$ cat config.mk
export PLATFORM = sky130hd
export DESIGN_NAME = alu_pipe
export DESIGN_NICKNAME = d
export VERILOG_FILES = /design/src/rtl/alu_pkg.sv /design/src/rtl/alu_seq_mul.sv /design/src/rtl/alu_pipe.sv
export SDC_FILE = /design/constraint.sdc
export NUM_CORES = 1
export LEC_CHECK = 0
export ABC_AREA = 1
export BUFFER_PORTS_ARGS = -buffer_cell sky130_fd_sc_hd__buf_4
export CORE_UTILIZATION = 53
export CTS_CLUSTER_DIAMETER = 30
export DETAILED_ROUTE_END_ITERATION = 16
export PLACE_DENSITY = 0.78
export SYNTH_ARGS = -nofsm -noshare
export SYNTH_HDL_FRONTEND = slang
export SYNTH_SLANG_ARGS = --single-unit
$ cat constraint.sdc
create_clock -name clk -period 1.4 [get_ports clk]
set_input_delay 0.28 -clock clk [delete_from_list [all_inputs] [get_ports clk]]
set_output_delay 0.28 -clock clk [all_outputs]
set_load 0.01 [all_outputs]
$ cat src/rtl/alu_pkg.sv
// Shared types for the pipelined ALU: opcodes, status flag bit positions and FSM states.
package alu_pkg;

    typedef enum logic [3:0] {
        OP_ADD  = 4'd0,
        OP_SUB  = 4'd1,
        OP_AND  = 4'd2,
        OP_OR   = 4'd3,
        OP_NAND = 4'd4,
        OP_NOR  = 4'd5,
        OP_XOR  = 4'd6,
        OP_SHL  = 4'd7,
        OP_SHR  = 4'd8,
        OP_NOT  = 4'd9,
        OP_NEG  = 4'd10,
        OP_MUL  = 4'd11
    } alu_op_e;

    localparam int unsigned FLAGS_W = 4;
    localparam int unsigned FLAG_Z  = 0;
    localparam int unsigned FLAG_N  = 1;
    localparam int unsigned FLAG_C  = 2;
    localparam int unsigned FLAG_V  = 3;

    typedef enum logic [1:0] {
        ST_IDLE = 2'd0,
        ST_MUL  = 2'd1,
        ST_DONE = 2'd2
    } alu_state_e;

endpackage

$ cat src/rtl/alu_seq_mul.sv
// Iterative shift-add multiplier: one partial product per clock, WIDTH steps per operation.
// done is high during the cycle whose closing edge takes the final step.
module alu_seq_mul
    import alu_pkg::*;
#(
    parameter int unsigned WIDTH = 16
) (
    input  logic                 clk,
    input  logic                 rst,
    input  logic                 start,
    input  logic [WIDTH-1:0]     a,
    input  logic [WIDTH-1:0]     b,
    output logic                 busy,
    output logic                 done,
    output logic [2*WIDTH-1:0]   product
);

    localparam int unsigned PROD_W = 2 * WIDTH;
    localparam int unsigned CNT_W  = $clog2(WIDTH);

    logic [PROD_W-1:0] mcand_q;
    logic [WIDTH-1:0]  mplier_q;
    logic [CNT_W-1:0]  cnt_q;

    // Multiplicand walks left, multiplier walks right; add when the multiplier LSB is set.
    always_ff @(posedge clk or posedge rst) begin
        if (rst) begin
            mcand_q  <= '0;
            mplier_q <= '0;
            cnt_q    <= '0;
            product  <= '0;
            busy     <= 1'b0;
            done     <= 1'b0;
        end else if (start) begin
            mcand_q  <= PROD_W'(a);
            mplier_q <= b;
            cnt_q    <= '0;
            product  <= '0;
            busy     <= 1'b1;
            done     <= 1'b0;
        end else if (busy) begin
            if (mplier_q[0]) begin
                product <= product + mcand_q;
            end
            mcand_q  <= mcand_q << 1;
            mplier_q <= mplier_q >> 1;
            cnt_q    <= cnt_q + CNT_W'(1);
            done     <= (cnt_q == CNT_W'(WIDTH - 2));
            if (cnt_q == CNT_W'(WIDTH - 1)) begin
                busy <= 1'b0;
            end
        end
    end

endmodule

$ cat src/rtl/alu_pipe.sv
// Handshaked, registered ALU with Z/N/C/V flags and illegal-opcode reporting.
// Define ALU_PIPE_MUL_EN to add the iterative multiplier (opcode 11); otherwise opcode 11 is illegal.
module alu_pipe
    import alu_pkg::*;
#(
    parameter int unsigned WIDTH = 16,
    parameter int unsigned OPC_W = 8
) (
    input  logic                 clk,
    input  logic                 rst,
    input  logic                 in_valid,
    output logic                 in_ready,
    input  logic [OPC_W-1:0]     in_op,
    input  logic [WIDTH-1:0]     in_a,
    input  logic [WIDTH-1:0]     in_b,
    output logic                 out_valid,
    input  logic                 out_ready,
    output logic [WIDTH-1:0]     out_result,
    output logic [FLAGS_W-1:0]   out_flags,
    output logic                 out_illegal
);

    localparam int unsigned EXT_W   = WIDTH + 1;
    localparam int unsigned SHAMT_W = 8;
    localparam int unsigned MSB     = WIDTH - 1;

    logic                 accept;
    logic [SHAMT_W-1:0]   shamt;
    logic                 shamt_zero;
    logic                 shamt_big;
    logic [EXT_W-1:0]     add_sum;
    logic [EXT_W-1:0]     sub_sum;
    logic [EXT_W-1:0]     neg_sum;
    logic [EXT_W-1:0]     shl_ext;
    logic [EXT_W-1:0]     shr_ext;
    logic [WIDTH-1:0]     op_result;
    logic [FLAGS_W-1:0]   op_flags;
    logic                 op_c;
    logic                 op_v;
    logic                 op_illegal;

    logic                 out_valid_nxt;
    logic [WIDTH-1:0]     out_result_nxt;
    logic [FLAGS_W-1:0]   out_flags_nxt;
    logic                 out_illegal_nxt;

`ifdef ALU_PIPE_MUL_EN
    alu_state_e           state_q;
    alu_state_e           state_nxt;
    logic                 op_is_mul;
    logic                 mul_start;
    logic                 mul_busy;
    logic                 mul_done;
    logic [2*WIDTH-1:0]   mul_product;
    logic [FLAGS_W-1:0]   mul_flags;

    alu_seq_mul #(
        .WIDTH (WIDTH)
    ) u_mul (
        .clk     (clk),
        .rst     (rst),
        .start   (mul_start),
        .a       (in_a),
        .b       (in_b),
        .busy    (mul_busy),
        .done    (mul_done),
        .product (mul_product)
    );

    assign in_ready = (state_q == ST_IDLE) && !mul_busy && (!out_valid || out_ready);

    // Multiplier overflow: any bit in the high product half sets both C and V.
    always_comb begin
        mul_flags         = '0;
        mul_flags[FLAG_Z] = (mul_product[WIDTH-1:0] == '0);
        mul_flags[FLAG_N] = mul_product[MSB];
        mul_flags[FLAG_C] = |mul_product[2*WIDTH-1:WIDTH];
        mul_flags[FLAG_V] = |mul_product[2*WIDTH-1:WIDTH];
    end
`else
    assign in_ready = !out_valid || out_ready;
`endif

    assign accept = in_valid && in_ready;
    assign shamt  = in_b[SHAMT_W-1:0];

    // Single-cycle datapath; SUB and NEG share the A + ~B + 1 form so C means "no borrow".
    always_comb begin
        op_result  = '0;
        op_c       = 1'b0;
        op_v       = 1'b0;
        op_illegal = 1'b0;
`ifdef ALU_PIPE_MUL_EN
        op_is_mul  = 1'b0;
`endif
        add_sum    = {1'b0, in_a} + {1'b0, in_b};
        sub_sum    = {1'b0, in_a} + {1'b0, ~in_b} + EXT_W'(1);
        neg_sum    = {1'b0, ~in_a} + EXT_W'(1);
        shl_ext    = {1'b0, in_a} << shamt;
        shr_ext    = {in_a, 1'b0} >> shamt;
        shamt_zero = (shamt == '0);
        shamt_big  = (32'(shamt) >= WIDTH);

        case (in_op)
            OPC_W'(OP_ADD): begin
                op_result = add_sum[WIDTH-1:0];
                op_c      = add_sum[WIDTH];
                op_v      = (in_a[MSB] == in_b[MSB]) && (add_sum[MSB] != in_a[MSB]);
            end
            OPC_W'(OP_SUB): begin
                op_result = sub_sum[WIDTH-1:0];
                op_c      = sub_sum[WIDTH];
                op_v      = (in_a[MSB] != in_b[MSB]) && (sub_sum[MSB] != in_a[MSB]);
            end
            OPC_W'(OP_AND):  op_result = in_a & in_b;
            OPC_W'(OP_OR):   op_result = in_a | in_b;
            OPC_W'(OP_NAND): op_result = ~(in_a & in_b);
            OPC_W'(OP_NOR):  op_result = ~(in_a | in_b);
            OPC_W'(OP_XOR):  op_result = in_a ^ in_b;
            OPC_W'(OP_SHL): begin
                if (!shamt_big) begin
                    op_result = shl_ext[WIDTH-1:0];
                    op_c      = !shamt_zero && shl_ext[WIDTH];
                end
            end
            OPC_W'(OP_SHR): begin
                if (!shamt_big) begin
                    op_result = shr_ext[WIDTH:1];
                    op_c      = !shamt_zero && shr_ext[0];
                end
            end
            OPC_W'(OP_NOT):  op_result = ~in_a;
            OPC_W'(OP_NEG): begin
                op_result = neg_sum[WIDTH-1:0];
                op_c      = neg_sum[WIDTH];
                op_v      = in_a[MSB] && neg_sum[MSB];
            end
`ifdef ALU_PIPE_MUL_EN
            OPC_W'(OP_MUL):  op_is_mul = 1'b1;
`endif
            default:         op_illegal = 1'b1;
        endcase

        op_flags = '0;
        if (!op_illegal) begin
            op_flags[FLAG_Z] = (op_result == '0);
            op_flags[FLAG_N] = op_result[MSB];
            op_flags[FLAG_C] = op_c;
            op_flags[FLAG_V] = op_v;
        end
    end

    // Next-state and output register inputs; results are held until transferred.
    always_comb begin
        out_valid_nxt   = out_valid;
        out_result_nxt  = out_result;
        out_flags_nxt   = out_flags;
        out_illegal_nxt = out_illegal;
`ifdef ALU_PIPE_MUL_EN
        state_nxt       = state_q;
        mul_start       = 1'b0;
`endif

        if (out_valid && out_ready) begin
            out_valid_nxt = 1'b0;
        end

`ifdef ALU_PIPE_MUL_EN
        case (state_q)
            ST_IDLE: begin
                if (accept && op_is_mul) begin
                    mul_start = 1'b1;
                    state_nxt = ST_MUL;
                end else if (accept) begin
                    out_valid_nxt   = 1'b1;
                    out_result_nxt  = op_result;
                    out_flags_nxt   = op_flags;
                    out_illegal_nxt = op_illegal;
                end
            end
            ST_MUL: begin
                if (mul_done) begin
                    state_nxt = ST_DONE;
                end
            end
            ST_DONE: begin
                out_valid_nxt   = 1'b1;
                out_result_nxt  = mul_product[WIDTH-1:0];
                out_flags_nxt   = mul_flags;
                out_illegal_nxt = 1'b0;
                state_nxt       = ST_IDLE;
            end
            default: state_nxt = ST_IDLE;
        endcase
`else
        if (accept) begin
            out_valid_nxt   = 1'b1;
            out_result_nxt  = op_result;
            out_flags_nxt   = op_flags;
            out_illegal_nxt = op_illegal;
        end
`endif
    end

    always_ff @(posedge clk or posedge rst) begin
        if (rst) begin
            out_valid   <= 1'b0;
            out_result  <= '0;
            out_flags   <= '0;
            out_illegal <= 1'b0;
`ifdef ALU_PIPE_MUL_EN
            state_q     <= ST_IDLE;
`endif
        end else begin
            out_valid   <= out_valid_nxt;
            out_result  <= out_result_nxt;
            out_flags   <= out_flags_nxt;
            out_illegal <= out_illegal_nxt;
`ifdef ALU_PIPE_MUL_EN
            state_q     <= state_nxt;
`endif
        end
    end

endmodule

==> impl_metrics.toml, run 1 <==
[clock_network]
holdBufCountCts = 0
clock_tree_sinks = 22
max-clock-path-buffers = 2
numCtsBuffers = 3
number_of_levels_the_h_tree_was_split_into = 1
cts_root_buffer = "clkbuf_16"

[logic_synthesis]
sequential_area_share_after_synthesis = 0.0896
synthesis.instances = 1153
synthesis.nets = 1253
syn-cell-area_sq_mm = 0.00615
number_of_synthesized_flops_with_an_enable_pin = 0
ys.warnings.count = 0
postSynth.topFlopCell = "dfrtp_1"
fraction_of_synthesis_flops_using_an_asynchronous_set_or_reset_pin = 1.00
post_synth_num_cell_types = 39
post_synth.cell_area_avg_sq_um = 5.33
postSynthRegisterBits = 22

[global_routing]
grt_use_total = 0.767
first_global_vias = 11849
grt_max_degree = 34
grt_first_pass_wirelength_um = 67400
overflow = 1

[place]
place.detailed.hpwl_um = 23700
gpl.final_weighted_congestion = 1.05
place.port_buffers = 66
dp_worst_setup_slack_ps = -1090

[outcome]
outcome.stop_stage = "global routing"
stop_error = "[ERROR GRT-0116] Global routing finished with congestion. Check the congestion regions in the DRC Viewer."
status = "stopped before the end"

[die]
die_height_um = 110
pin_count = 67
die_width_um = 110
rows = 38
initial_core_util = 0.555
-- through the flow --
stage / cells / area, sq um / TNS, ps
after detailed placement: 1597 / 8870 / -18190
after global placement: 1597 / 8870 / -17070
after floorplan: 1153 / 6270 / -10410
after CTS: 1632 / 10200 / -9740
-- repair_timing --
item                                    4_1_cts
endpoints found under the setup margin       21
setup buffers                                34
gates resized for setup                     254
pin swaps                                   107
gates cloned                                  3
-- layer usage --
layer,overflow,track usage
met1,0,0.763
met2,1,0.893
met3,0,0.703
met4,0,0.662
met5,0,0.545
-- synthesized netlist by cell type (4+ instances only) --
master    count  share of area
a21oi_1      44          0.036
buf_2        26          0.021
buf_4         5         0.0061
buf_6         4         0.0073
clkbuf_1     10         0.0061
dfrtp_1      22          0.090
ha_1         54           0.11
inv_1        97          0.059
inv_2        13         0.0079
nand2_1     348           0.21
nand2_2       8         0.0081
nand3_1     237           0.19
nand3b_1      9          0.011
nand4_1      22          0.022
nor2_1      129          0.079
nor2_2       10          0.010
nor2_4        8          0.015
nor3_1       10         0.0081
o21ai_0      61          0.050
o22ai_1       7         0.0071
-- cells by family after synthesis --
kind of cell | synth area share
AND/OR/NAND/NOR | 0.569
buffers and inverters | 0.110
AO/OA/AOI/OAI | 0.112
flip-flops | 0.0896
adder cells (fa/ha/maj) | 0.116
XOR/XNOR | 0.00285
==> inputs of run 2 (changes only) <==
CORE_UTILIZATION = 38   (was 53)
CTS_CLUSTER_DIAMETER = not set   (was 30)
PLACE_DENSITY = not set   (was 0.78)
PLACE_DENSITY_LB_ADDON = 0.15   (was not set)
==> run 2 against run 1 <==
Effect of this change:
- the flow now finishes, with violations (setup timing)
- synthesized area did not move
- synthesized cell count did not move
==> impl_metrics.toml, run 2 <==
[power_and_ir_drop]
p_seq_frac = 0.150
netSwitchingPower_mw = 2.00
static-leakage-power_nw = 5.55
clock_power_share = 0.146
power_switching_share = 0.449
internal_power_mw = 2.46
proportion_of_power_drawn_by_combinational_gates = 0.704
worst_ir_drop_on_vdd_v = 0.000420
totalPowerFinal_mw = 4.46
power_density_mw_per_mm2 = 395

[sta]
timing_worst_slew_pin_value_ps = 438
totalNegativeSetupSlack_ps = -10570
min_period_ps = 2130
drv_slew = 0
max_freq_ghz = 0.469
fin_worst_skew_ps = 0.962
final-setup-viol-count = 20
post-route-worst-setup-slack_ps = -732
fin_crit_sh = 1.52
grt_setup_unrepaired = "yes"
max_slew_margin = 0.708
timing.final.hold_violations = 0

[route]
pre_antenna_drt_iters = 5
antenna_violating_nets_post_route = 0
route.detailed.wl_per_inst_um = 18.8
detail_route.drc_violations = 0
routed_via_density = 5.58
via_count = 9571
postRouteWirelength_um = 32200
drt_iter0_markers = 1031

[logic_synthesis]
synth_top_area_frac = 0.212
yosys.area.top_type = "nand2_1"
sequential_area_share_after_synthesis = 0.0896
post_synth.cell_area_avg_sq_um = 5.33
syn-cell-area_sq_mm = 0.00615
post_synth_most_frequent_cells = "nand2_1, nand3_1, nor2_1"
post_synth_num_cell_types = 39
synthesis.instances = 1153
synthesis.nets = 1253
postSynth.topFlopCell = "dfrtp_1"
yosysMostFrequentCell = "nand2_1"
fraction_of_synthesis_flops_using_an_asynchronous_set_or_reset_pin = 1.00
synth_area_leaders = "nand2_1, nand3_1, ha_1"
number_of_synthesized_flops_with_an_enable_pin = 0
postSynthRegisterBits = 22
ys.warnings.count = 0

[final_layout]
share_of_cells_above_drive_strength_1 = 0.521
antenna-diode-count = 0
fin_nets = 1599
area.growth.synth_to_final_pct = 83.8
instances_no_fill = 1714
most_frequent_standard_cell_in_the_layout_excluding_fill_and_tap_cells = "buf_4"
final_cell_mix = "buf_4, nand2_1, nand3_1"
fillers = 1334
regMostFlops = "out_result"
biggestRegsByFlops = "out_result: 16 flops, out_flags: 4 flops"
largest_reg_flops = 16
finish.instance_area_sq_mm = 0.0113

[outcome]
failed_checks = "setup timing"
status = "complete, but fails checks"

[global_routing]
number_of_antenna_violations_at_the_first_check_in_global_routing = 0
grt_max_degree = 34
overflow = 0
first_global_vias = 8689
grt_use_total = 0.365
grt_first_pass_wirelength_um = 46700

[flow_run]
maxCapViolCount = 0

[setup_path]
peak_per_stage_delay_on_the_critical_path_ps = 320
maximum_fanout_encountered_on_the_critical_timing_path = 7
cp_data_arrival_time_ps = 2320
critPathSlowestCell = "ha_4"
timing.critical_path.to_type = "register"
timing_worst_setup_path_type = "primary input to register"
cp_cell_sequence = "buf_8, clkinvlp_4, ha_4, buf_6, a21oi_4, nor2_2, nor2_4, nand2_4, a21oi_2, inv_1, nand2_1, nand3_2, nand2_2, nor2_4, buf_4, buf_4, o21ai_2"
cp.required_ps = 1580
critical_path.startpoint_type = "primary input"

[clock_network]
number_of_levels_the_h_tree_was_split_into = 1
numCtsBuffers = 3
holdBufCountCts = 0
max-clock-path-buffers = 2
clock_tree_from_tritoncts = "done"
clk_latency_ps = 250
cts_root_buffer = "clkbuf_16"
worst_path_clk_slew_ps = 60
clock_tree_sinks = 22

[die]
core_area_sq_mm = 0.0158
initial_core_util = 0.388
die_height_um = 129
rows = 46
die_width_um = 129
pin_count = 67
die_area_sq_mm = 0.0167

[place]
place_area_sq_mm = 0.00899
dp_worst_setup_slack_ps = -1090
dp.cells = 1678
place.port_buffers = 66
gpl.final_weighted_congestion = 0.986
place.detailed.hpwl_um = 24200

[hold_path]
timing.hold.worst.class = "primary input to asynchronous set/reset pin"
==> run 2: layout make-up <==
cell class                      instances  area [sq um]  share of cell area
Multi-Input combinational cell        973          6620               0.586
Timing Repair Buffer                  389          3310               0.293
Sequential cell                        22           551              0.0487
Inverter                              110           452              0.0400
Tap cell                              216           270              0.0239
Clock buffer                            4          88.8             0.00786
==> run 2: final timing paths <==
check	startpoint	depth (start not counted)	endpoint	slack [ps]
max	in_a[4]	17	out_result[11]	-730
min	rst	3	out_valid	60
max in group asynchronous	rst	3	out_result[12]	1110
min reg2reg	out_result[5]	2	out_result[5]	470
max reg2reg	out_valid	9	out_flags[0]	-160
min in group clk	out_result[5]	2	out_result[5]	470
==> run 2: metal layers <==
| layer | up-vias | share of wire | GRT usage |
|---|---|---|---|
| met5 | - | 0 | 0 |
| met3 | 112 | 0.098 | 0.0491 |
| met1 | 4443 | 0.40 | 0.496 |
| li1 | 4507 | - | - |
| met2 | 509 | 0.46 | 0.598 |
| met4 | 0 | 0.041 | 0.114 |
==> run 2: cell families after synthesis <==
group / after synthesis / synth area share
xor+xnor: 2 / 0.00285
buf+inv: 158 / 0.110
fa+ha+maj: 56 / 0.116
simple gates: 788 / 0.569
compound gates: 127 / 0.112
flops: 22 / 0.0896
==> run 2: critical path, delay by kind of cell <==
kind                     cells  cell delay, ps
AO/OA/AOI/OAI                3             420
AND/OR/NAND/NOR              7             610
buffers and inverters        6             680
adder cells (fa/ha/maj)      1             320
==> run 2: power groups by stage <==
stage               sequential, mW  clock (mW)  combinational [mW]
detailed placement           0.681           0                2.34
finish                       0.671       0.652                3.14
CTS                          0.671       0.654                2.73
floorplan                    0.691           0                1.15
global route                 0.672       0.677                3.35
global placement             0.681           0                2.33
==> run 2: per-stage QoR <==
stage	utilization	hold WS [ps]
floorplan	-	269
global placement	0.568	336
detailed placement	0.568	340
CTS	0.646	73.0
global route	0.714	113
finish	0.714	64.8
==> run 2: timing repair <==
action | 4_1_cts | 5_1_grt
setup buffers | 19 | 20
gates resized for setup | 247 | 258
setup endpoints to repair | 21 | 21
gates cloned | 3 | 0
endpoints found under the hold margin | 0 | 0
pin swaps | 74 | 142
Power figures use the tool's default switching activity.
==> inputs of run 3 (changes only) <==
CELL_PAD_IN_SITES_DETAIL_PLACEMENT = 0   (was not set)
CELL_PAD_IN_SITES_GLOBAL_PLACEMENT = 1   (was not set)
==> run 3 against run 2 <==
Effect of this change:
- the flow still finishes with violations (setup timing)
- power rose by 0.22%
- sequential cell count did not move
- non-clock buffer count rose by 1
- die area did not move
- combinational power fell by 4%
- global-route usage fell by 0.44 points
- design area fell by 5.2%
- critical endpoint is now out_flags[0]
- largest power group unchanged
==> impl_metrics.toml, run 3 (same netlist as run 2, synthesis figures left out) <==
[route]
routed_via_density = 5.37
drt-met1-wl_um = 14100
pre_antenna_drt_iters = 6
detail_route.drc_violations = 0
routed.top_layer = "met4"
drt_iter0_markers = 733
antenna_violating_nets_post_route = 0
route.detailed.wl_per_inst_um = 18.5
wl_met2_um = 14200
met3WireLength_um = 2440
postRouteWirelength_um = 31800
via_count = 9221

[final_layout]
largest_reg_flops = 16
fillers = 1448
regMostFlops = "out_result"
area.growth.synth_to_final_pct = 74.3
biggestRegsByFlops = "out_result: 16 flops, out_flags: 4 flops"
most_frequent_standard_cell_in_the_layout_excluding_fill_and_tap_cells = "buf_4"
final_cell_mix = "buf_4, nand2_1, nand3_1"
fin_nets = 1601
share_of_cells_above_drive_strength_1 = 0.467

[clock_network]
max-clock-path-buffers = 2
clk_latency_ps = 250
clock_tree_sinks = 22
worst_path_clk_slew_ps = 60
cts_root_buffer = "clkbuf_16"
number_of_levels_the_h_tree_was_split_into = 1
clock_tree_from_tritoncts = "done"
numCtsBuffers = 3

[setup_path]
crit_start = "in_a[0]"
cp.required_ps = 1590
timing_worst_setup_path_type = "primary input to register"
timing.reg2reg.worst_path_depth = 6
reg_to_reg_critical_path_startpoint = "out_valid"
critical_path.startpoint_type = "primary input"
maximum_fanout_encountered_on_the_critical_timing_path = 4
timing.critical_path.to_type = "register"
critical_path.reg2reg.endpoint = "out_result[13]"
cp_data_arrival_time_ps = 2310
critPathCapture = "out_flags[0]"
reg2reg_setup_slack_ps = -210

[sta]
final-setup-viol-count = 21
final.hold.worst_slack_ps = 54.4
fin_crit_sh = 1.51
timing_worst_slew_pin_value_ps = 409
max_slew_margin = 0.728
post-route-worst-setup-slack_ps = -717
grt_setup_unrepaired = "yes"
max_freq_ghz = 0.472
timing.final.hold_violations = 0
fin_worst_skew_ps = 5.39
drv_slew = 0
min_period_ps = 2120

[power_and_ir_drop]
static-leakage-power_nw = 5.38
netSwitchingPower_mw = 1.92
clock_power_share = 0.174
p_seq_frac = 0.150
power_density_mw_per_mm2 = 418
proportion_of_power_drawn_by_combinational_gates = 0.675
internal_power_mw = 2.55
power_switching_share = 0.430
worst_ir_drop_on_vdd_v = 0.000382
totalPowerFinal_mw = 4.47

[place]
dp_worst_setup_slack_ps = -1280
place.detailed.hpwl_um = 24900
place.port_buffers = 66
gpl.final_weighted_congestion = 1.00

[die]
initial_core_util = 0.388
die_area_sq_mm = 0.0167
die_width_um = 129
core_area_sq_mm = 0.0158
rows = 46
die_height_um = 129
pin_count = 67

[global_routing]
grt_first_pass_wirelength_um = 45400
grt_use_total = 0.361
overflow = 0
grt_max_degree = 33
first_global_vias = 8386
number_of_antenna_violations_at_the_first_check_in_global_routing = 0

[flow_run]
maxCapViolCount = 0

[hold_path]
timing.hold.worst.class = "primary input to asynchronous set/reset pin"

[outcome]
status = "complete, but fails checks"
failed_checks = "setup timing"
[run 3: cell types whose count changed in the layout (fill, tap and decap cells not counted), sizes merged]
cell and change:
bufinv +1, diode +1, inv +1
[run 3: how the worst min path moves through the flow]
stage	startpoint	endpoint	slack, ps	depth (start not counted)
floorplan	rst	out_flags[0]	270	1
global placement	rst	out_valid	340	3
detailed placement	rst	out_result[13]	330	3
CTS	rst	out_result[13]	70	3
global route	rst	out_result[13]	110	3
finish	rst	out_result[13]	50	3
[run 3: layout make-up]
class	count	area, sq um	share of cell area
sequential	22	551	0.0514
clock inverter	1	30.0	0.00280
timing repair buffer	390	3150	0.294
timing repair inverter	1	5.00	0.000467
tap	216	270	0.0252
antenna	1	2.50	0.000234
multi-input combinational	973	6180	0.577
inverter	110	450	0.0421
clock buffer	3	75.1	0.00701
[run 3: per-layer routing]
metal	vias to the layer above	track usage
li1	4499	-
met1	4303	0.492
met4	0	0.139
met3	69	0.0632
met2	350	0.565
met5	-	0
[run 3: what timing repair did]
action / CTS / global route
resized for setup: 159 / 217
setup endpoints to repair: 21 / 21
pin swaps: 56 / 87
cloned: 2 / 2
buffers inserted: 16 / 15
hold buffers: 0 / 0
[run 3: stage by stage]
stage / TNS, ps / area (sq um) / std cells / utilization
after detailed placement: -18920 / 9000 / 1686 / 0.569
after CTS: -10180 / 9860 / 1705 / 0.623
after floorplan: -10410 / 6270 / 1153 / -
final: -10530 / 10700 / 1717 / 0.677
after global placement: -18570 / 9000 / 1686 / 0.569
after global routing: -12610 / 10700 / 1716 / 0.677
[run 3: power by group through the flow]
stage	clock, mW	sequential, mW	combinational, mW
CTS	0.786	0.671	2.61
detailed placement	0	0.682	2.35
global placement	0	0.682	2.34
global route	0.808	0.673	3.22
floorplan	0	0.691	1.15
finish	0.780	0.671	3.02
[run 3: worst max-delay path, stage by stage]
cell and delay [ps]:
buf_8 110, ha_4 160, fa_2 380, nand3_2 100, nand3_4 100, buf_6 130
nand2_2 70, nand2_2 60, o21ai_1 130, o21ai_1 80, nor2_1 120, nand2_1 100
nor2_2 140, nand3_2 100, nor2_2 90, nand3_1 90, nand2_1 70
